[config.mk]
export PLATFORM = sky130hd
export DESIGN_NAME = latency_stamp_array
export DESIGN_NICKNAME = d
export VERILOG_FILES = /design/src/rtl/latency_stamp_pkg.sv /design/src/rtl/stamp_fifo.sv /design/src/rtl/latency_stamp_array.sv
export SDC_FILE = /design/constraint.sdc
export NUM_CORES = 2
export LEC_CHECK = 0
export CAP_MARGIN = 0
export CORE_MARGIN = 2
export CORE_UTILIZATION = 40
export CTS_CLUSTER_SIZE = 28
export DETAILED_ROUTE_END_ITERATION = 6
export PLACE_DENSITY_LB_ADDON = 0.3
export SKIP_CTS_REPAIR_TIMING = 1
export SLEW_MARGIN = 10
export SYNTH_ARGS = -nofsm -noshare
export SYNTH_HDL_FRONTEND = slang
export SYNTH_SLANG_ARGS = --single-unit
[constraint.sdc]
create_clock -name clk -period 12 [get_ports clk]
set_input_delay 2.4 -clock clk [delete_from_list [all_inputs] [get_ports clk]]
set_output_delay 2.4 -clock clk [all_outputs]
set_load 0.01 [all_outputs]
[src/rtl/latency_stamp_pkg.sv]
// Shared types and helpers for the multi-channel latency stamp array.
// Latency: n/a (declarations only).
// Backpressure: n/a.
package latency_stamp_pkg;

    localparam int TS_W_DEFAULT = 64;
    localparam int CH_W_MAX     = 4;    // enough for up to 16 channels

    // Channel index width; a single channel still gets a 1-bit field.
    function automatic int ch_w(input int n);
        return (n <= 1) ? 1 : $clog2(n);
    endfunction

    // Result record in the default configuration, for downstream consumers.
    typedef struct packed {
        logic [CH_W_MAX-1:0]     ch;
        logic [TS_W_DEFAULT-1:0] ts_tx;
        logic [TS_W_DEFAULT-1:0] delta;
    } stamp_res_t;

endpackage

[src/rtl/stamp_fifo.sv]
// Synchronous first-word-fall-through FIFO holding TX timestamps.
// Latency: push visible at dout/empty one cycle later; head always on dout.
// Backpressure: push ignored when full unless a pop happens the same cycle.
//
// Ports: clk, rst (sync, active-high), push/din, pop, dout (head), full, empty.
module stamp_fifo #(
    parameter int W     = 64,
    parameter int DEPTH = 8
) (
    input  logic         clk,
    input  logic         rst,
    input  logic         push,
    input  logic         pop,
    input  logic [W-1:0] din,
    output logic [W-1:0] dout,
    output logic         full,
    output logic         empty
);

    localparam int AW = $clog2(DEPTH);

    logic [W-1:0]  mem [DEPTH];
    logic [AW-1:0] wr_ptr;
    logic [AW-1:0] rd_ptr;
    logic [AW:0]   count;
    logic          do_push;
    logic          do_pop;

    assign full    = (count == (AW+1)'(DEPTH));
    assign empty   = (count == '0);
    assign do_pop  = pop & ~empty;
    // When full, a same-cycle pop frees the head slot, which is exactly
    // the slot wr_ptr points at, so the push can land there.
    assign do_push = push & (~full | do_pop);
    assign dout    = mem[rd_ptr];

    always_ff @(posedge clk) begin
        if (rst) begin
            wr_ptr <= '0;
            rd_ptr <= '0;
            count  <= '0;
        end else begin
            if (do_push) wr_ptr <= wr_ptr + 1'b1;
            if (do_pop)  rd_ptr <= rd_ptr + 1'b1;
            case ({do_push, do_pop})
                2'b10:   count <= count + 1'b1;
                2'b01:   count <= count - 1'b1;
                default: count <= count;
            endcase
        end
    end

    always_ff @(posedge clk) begin
        if (do_push) mem[wr_ptr] <= din;
    end

endmodule

[src/rtl/latency_stamp_array.sv]
// Per-channel TX stamp queues matched in order by RX events; latency results
// merged round-robin onto one valid/ready stream.
// Latency: rx_pulse at N -> slot at N+1 -> res_valid at N+2 (uncontended).
// Backpressure: res_valid/res_* held until res_ready; a full, undrained
// channel slot discards the new result and flags err_res_drop.
//
// Ports: clk, rst, clear (flush), ts_in, tx_pulse/rx_pulse per channel,
// res_valid/res_ready/res_ch/res_ts_tx/res_delta result stream,
// sticky err_tx_ovf / err_rx_orphan / err_res_drop per channel.
module latency_stamp_array
    import latency_stamp_pkg::*;
#(
    parameter int TS_W   = TS_W_DEFAULT,
    parameter int NUM_CH = 4,
    parameter int DEPTH  = 8
) (
    input  logic                      clk,
    input  logic                      rst,
    input  logic [TS_W-1:0]           ts_in,
    input  logic [NUM_CH-1:0]         tx_pulse,
    input  logic [NUM_CH-1:0]         rx_pulse,
    input  logic                      clear,
    output logic                      res_valid,
    input  logic                      res_ready,
    output logic [ch_w(NUM_CH)-1:0]   res_ch,
    output logic [TS_W-1:0]           res_ts_tx,
    output logic [TS_W-1:0]           res_delta,
    output logic [NUM_CH-1:0]         err_tx_ovf,
    output logic [NUM_CH-1:0]         err_rx_orphan,
    output logic [NUM_CH-1:0]         err_res_drop
);

    localparam int CW = ch_w(NUM_CH);

    typedef struct packed {
        logic [CW-1:0]   ch;
        logic [TS_W-1:0] ts_tx;
        logic [TS_W-1:0] delta;
    } res_t;

    logic              flush;
    logic [NUM_CH-1:0] q_push;
    logic [NUM_CH-1:0] q_pop;
    logic [NUM_CH-1:0] q_full;
    logic [NUM_CH-1:0] q_empty;
    logic [TS_W-1:0]   q_head     [NUM_CH];
    logic [NUM_CH-1:0] slot_vld;
    logic [TS_W-1:0]   slot_ts    [NUM_CH];
    logic [TS_W-1:0]   slot_delta [NUM_CH];
    logic [NUM_CH-1:0] grant;

    logic              load;
    logic              found;
    logic [CW-1:0]     sel;
    logic [CW-1:0]     rr_ptr;
    res_t              out_q;
    logic              out_vld;

    assign flush = rst | clear;

    for (genvar c = 0; c < NUM_CH; c++) begin : g_ch
        logic            hit;
        logic            vld_r;
        logic [TS_W-1:0] ts_r;
        logic [TS_W-1:0] delta_r;
        logic            ovf_r;
        logic            orphan_r;
        logic            drop_r;

        // clear wins over any pulse arriving in the same cycle.
        assign q_push[c] = tx_pulse[c] & ~clear;
        assign q_pop[c]  = rx_pulse[c] & ~clear;
        assign hit       = q_pop[c] & ~q_empty[c];

        stamp_fifo #(
            .W     (TS_W),
            .DEPTH (DEPTH)
        ) u_fifo (
            .clk   (clk),
            .rst   (flush),
            .push  (q_push[c]),
            .pop   (q_pop[c]),
            .din   (ts_in),
            .dout  (q_head[c]),
            .full  (q_full[c]),
            .empty (q_empty[c])
        );

        always_ff @(posedge clk) begin
            if (flush) begin
                vld_r    <= 1'b0;
                ts_r     <= '0;
                delta_r  <= '0;
                ovf_r    <= 1'b0;
                orphan_r <= 1'b0;
                drop_r   <= 1'b0;
            end else begin
                // Slot is free to take a new result if empty or being
                // granted to the output register in this same cycle.
                if (hit && (!vld_r || grant[c])) begin
                    vld_r   <= 1'b1;
                    ts_r    <= q_head[c];
                    delta_r <= ts_in - q_head[c];
                end else if (grant[c]) begin
                    vld_r <= 1'b0;
                end
                if (hit && vld_r && !grant[c])              drop_r   <= 1'b1;
                // A full queue with a same-cycle RX pops and pushes: no loss.
                if (q_push[c] && q_full[c] && !q_pop[c])    ovf_r    <= 1'b1;
                if (q_pop[c] && q_empty[c])                 orphan_r <= 1'b1;
            end
        end

        assign slot_vld[c]      = vld_r;
        assign slot_ts[c]       = ts_r;
        assign slot_delta[c]    = delta_r;
        assign err_tx_ovf[c]    = ovf_r;
        assign err_rx_orphan[c] = orphan_r;
        assign err_res_drop[c]  = drop_r;
    end

    // Output register may take a new result when empty or being accepted.
    assign load = ~out_vld | res_ready;

    // Round-robin pick: first valid slot at or after rr_ptr.
    always_comb begin
        int idx;
        grant = '0;
        found = 1'b0;
        sel   = '0;
        idx   = 0;
        if (load) begin
            for (int i = 0; i < NUM_CH; i++) begin
                idx = (int'(rr_ptr) + i) % NUM_CH;
                if (!found && slot_vld[idx]) begin
                    found = 1'b1;
                    sel   = CW'(idx);
                end
            end
        end
        if (found) grant[sel] = 1'b1;
    end

    always_ff @(posedge clk) begin
        if (flush) begin
            out_vld <= 1'b0;
            out_q   <= '0;
            rr_ptr  <= '0;
        end else if (load) begin
            if (found) begin
                out_vld     <= 1'b1;
                out_q.ch    <= sel;
                out_q.ts_tx <= slot_ts[sel];
                out_q.delta <= slot_delta[sel];
                rr_ptr      <= (sel == CW'(NUM_CH - 1)) ? '0 : sel + 1'b1;
            end else begin
                out_vld <= 1'b0;
            end
        end
    end

    assign res_valid = out_vld;
    assign res_ch    = out_q.ch;
    assign res_ts_tx = out_q.ts_tx;
    assign res_delta = out_q.delta;

endmodule

==> flow_metrics.py <==
metrics = {
    "synth": {
        "synth_cell_types": 88,
        "synth_edf_count": 2048,
        "synth-compound-area-share_pct": 9.281,
        "synth.mux.area_fraction_pct": 11.99,
        "synth_fa_ha_area_share_pct": 3.012,
        "synth_top_family_by_area": "multiplexers",
        "syn-num-nets": 9066,
        "synth_seq_cells": 2761,
        "syn_area_sq_mm": 0.1192,
        "seq_area_frac_synth_pct": 63.59,
        "synthCells": 8708,
        "synth_xor_area_share_pct": 1.580,
        "syn_avg_cell_area_sq_um": 13.68,
        "yosysWarningCount": 0,
        "yosys.area_share.simple_pct": 8.383,
        "synth_ff_type": "edfxtp_1",
        "synthArstFlopShare_pct": 0,
    },
    "pwr": {
        "clkPwrFrac_pct": 44.0,
        "power.internal_mw": 16.13,
        "power_mw": 21.07,
        "p_seq_share_pct": 49.1,
        "ir_worst_vdd_mv": 0.1247,
        "p_sw_mw": 4.941,
        "leakage_nw": 42.60,
        "sw_frac_of_total_pct": 23.44,
        "power_density_mw_per_mm2": 155.1,
        "comb_power_share_pct": 6.9,
    },
    "global_route": {
        "overflow": 0,
        "grt_pass1_vias": 75190,
        "grt_pass1_wl_um": 547500,
        "antenna_found_initial": 11,
        "grt_max_degree": 152,
        "grtUsageTotal_pct": 25.00,
    },
    "timing": {
        "relSlewSlack_pct": 19.64,
        "fmax_mhz": 128.2,
        "finalSetupViolCount": 0,
        "rsz0062_at_grt": "no",
        "fin_ws_ps": 4197,
        "finalSetupTns_ps": 0,
        "fin_skew_ps": 57.06,
        "hold_viol_final": 0,
        "hold_ws_ps": 451.6,
        "finalCritPeriodShare_pct": 65.02,
        "min_period_ps": 7803,
        "maxSlewViolCount": 0,
        "worst_pin_slew_ps": 1198,
    },
    "placed_design": {
        "place_ws_ps": 3650,
        "post-place-cells": 12500,
        "placed_cell_area_sq_mm": 0.1261,
        "place.gp.congestion": 0.9814,
        "hpwl_um": 250000,
        "port-buffer-count": 218,
    },
    "detailed_routing": {
        "drtAntennaViolNets": 0,
        "vias_per_cell": 5.991,
        "drc_errors": 0,
        "drt_wl_total_um": 385700,
        "first_iter_violations": 9595,
        "vias": 78190,
        "routedWlPerCell_um": 29.55,
        "dr.pass1.iters": 6,
    },
    "cells_and_area": {
        "layout-drive-gt1-share_pct": 13.89,
        "fin_nets": 9219,
        "final_area_sq_mm": 0.1359,
        "final_cells": 13050,
        "syn_to_final_growth_pct": 14.05,
        "utilization_pct": 45.83,
        "final_common_cell": "edfxtp_1",
        "layout_common_cells": "edfxtp_1 (2048), nand2_1 (1053), dfxtp_1 (701)",
        "fill_cells": 26060,
    },
    "setup_path": {
        "cp.arrival_ps": 8620,
        "critPathCaptureType": "register",
        "regToRegSetupSlack_ps": 4920,
        "crit_start": "ts_in[0]",
        "required_ps": 12820,
        "worstSetupPathType": "in -> reg",
        "reg2reg_depth": 15,
        "worstPathMaxFanout": 33,
        "startpoint_type": "input port",
    },
    "worst_hold_path": {
        "hold_path_startpoint": "g_ch[1].delta_r[3]$_SDFFE_PP0P_",
        "hp-class": "reg -> reg",
        "hold_path_depth": 2,
    },
    "clock_network": {
        "clkTransAtPathRegs_ps": 60,
        "cts_root_buffer": "clkbuf_16",
        "cts_sinks": 2761,
        "cts_buffers": 297,
        "clockBufferDepth": 4,
        "cts_tree": "yes",
        "clock_latency_ps": 930,
        "htreeDepth": 5,
    },
    "job": {
        "max_cap_viol_count": 0,
    },
    "floorplanning": {
        "dieArea_sq_mm": 0.3023,
        "initial_core_util_pct": 40.18,
        "rows": 200,
        "core-area_sq_mm": 0.2965,
        "die_x_um": 549.8,
        "ios": 219,
        "die_h_um": 549.8,
    },
    "outcome": {
        "status": "finished clean",
    },
}
cells in the mapped netlist (26+ instances only):
master    instances  share of area, %
a31oi_1         178              0.93
nand4_1         107              0.56
nand2b_1         46              0.24
mux2i_1         264               2.2
clkbuf_1        468               1.5
a21o_1          147              0.93
nor3_1           76              0.32
o21a_1           36              0.23
a21oi_1         512               2.2
o21ai_0         199              0.84
xnor2_1         131              0.96
o21bai_1         50              0.32
mux4_2          512               9.7
nand3_1         266               1.1
ha_1            274               2.9
nor4_1           34              0.18
inv_1           107              0.34
xor2_1           84              0.62
edfxtp_1       2048                52
nor2_1          528               1.7
and3_1           26              0.14
buf_1            73              0.23
o211ai_1        162               1.0
nand2_1        1056               3.3
a211oi_1        285               1.8
dfxtp_1         713                12
power groups by stage:
stage / Clock [mW] / Combinational (mW) / Sequential [mW]
CTS: 9.41 / 1.42 / 10.3
finish: 9.28 / 1.45 / 10.3
floorplan: 0 / 0.848 / 10.5
global route: 9.79 / 1.55 / 10.3
global placement: 0 / 1.40 / 10.5
detailed placement: 0 / 1.41 / 10.5
cell type report:
type | count | area (sq um) | area share, %
Tap cell | 3939 | 4928 | 3.627
Timing Repair Buffer | 418 | 3784 | 2.784
Antenna cell | 4 | 10.01 | 0.007366
Inverter | 107 | 409.1 | 0.3011
Clock inverter | 143 | 1659 | 1.221
Multi-Input combinational cell | 5276 | 41130 | 30.27
Clock buffer | 403 | 8155 | 6.001
Sequential cell | 2761 | 75820 | 55.79
worst paths after layout:
path | to
max | g_ch[0].delta_r[44]$_SDFFE_PP0P_
min reg2reg | g_ch[1].delta_r[3]$_SDFFE_PP0P_
min | g_ch[1].delta_r[3]$_SDFFE_PP0P_
max reg2reg | g_ch[0].delta_r[58]$_SDFFE_PP0P_
worst max-delay path, cell delays in order:
cell and delay [ps]:
clkdlybuf4s50_1 1190, inv_1 260, ha_1 320, fa_1 410, and2b_1 230, o2111ai_1 200, a211oi_1 1000, nor3b_1 160
o31ai_1 580, a21oi_1 440, o21ai_1 630, a21boi_0 230, or4_1 460, nand3_1 80
flip-flops by register name, indices dropped and copies added, names as in the netlist, named ones only:
name,flops
g_ch.delta_r,256
rr_ptr,2
g_ch.vld_r,4
g_ch.ts_r,256
g_ch.u_fifo.count,16
res_ts_tx,64
g_ch.drop_r,4
g_ch.u_fifo.wr_ptr,12
res_ch,2
g_ch.ovf_r,4
g_ch.orphan_r,4
g_ch.u_fifo.mem,2048
res_valid,1
g_ch.u_fifo.rd_ptr,12
res_delta,64
per-layer routing:
metal  up-vias  part of all wire (%)  wire (um)  GRT usage (%)
li1      33770                     -          -              -
met1     40260                    43     164800          35.42
met2      3540                    45     173900          38.71
met3       625                   7.7      29620          3.640
met4         4                   4.5      17370          9.999
met5         -                0.0067         26              0
kinds of logic (layout without fill, tap and decap cells):
logic type               count (synthesis)  count (layout)
AND/OR/NAND/NOR                       2282            2282
XOR/XNOR                               215             215
buffers and inverters                  671            1071
adder cells (fa/ha/maj)                282             282
other                                    0               4
AO/OA/AOI/OAI                         1711            1711
multiplexers                           786             786
flip-flops                            2761            2761
Note: power is estimated with default switching activity, not from simulation.
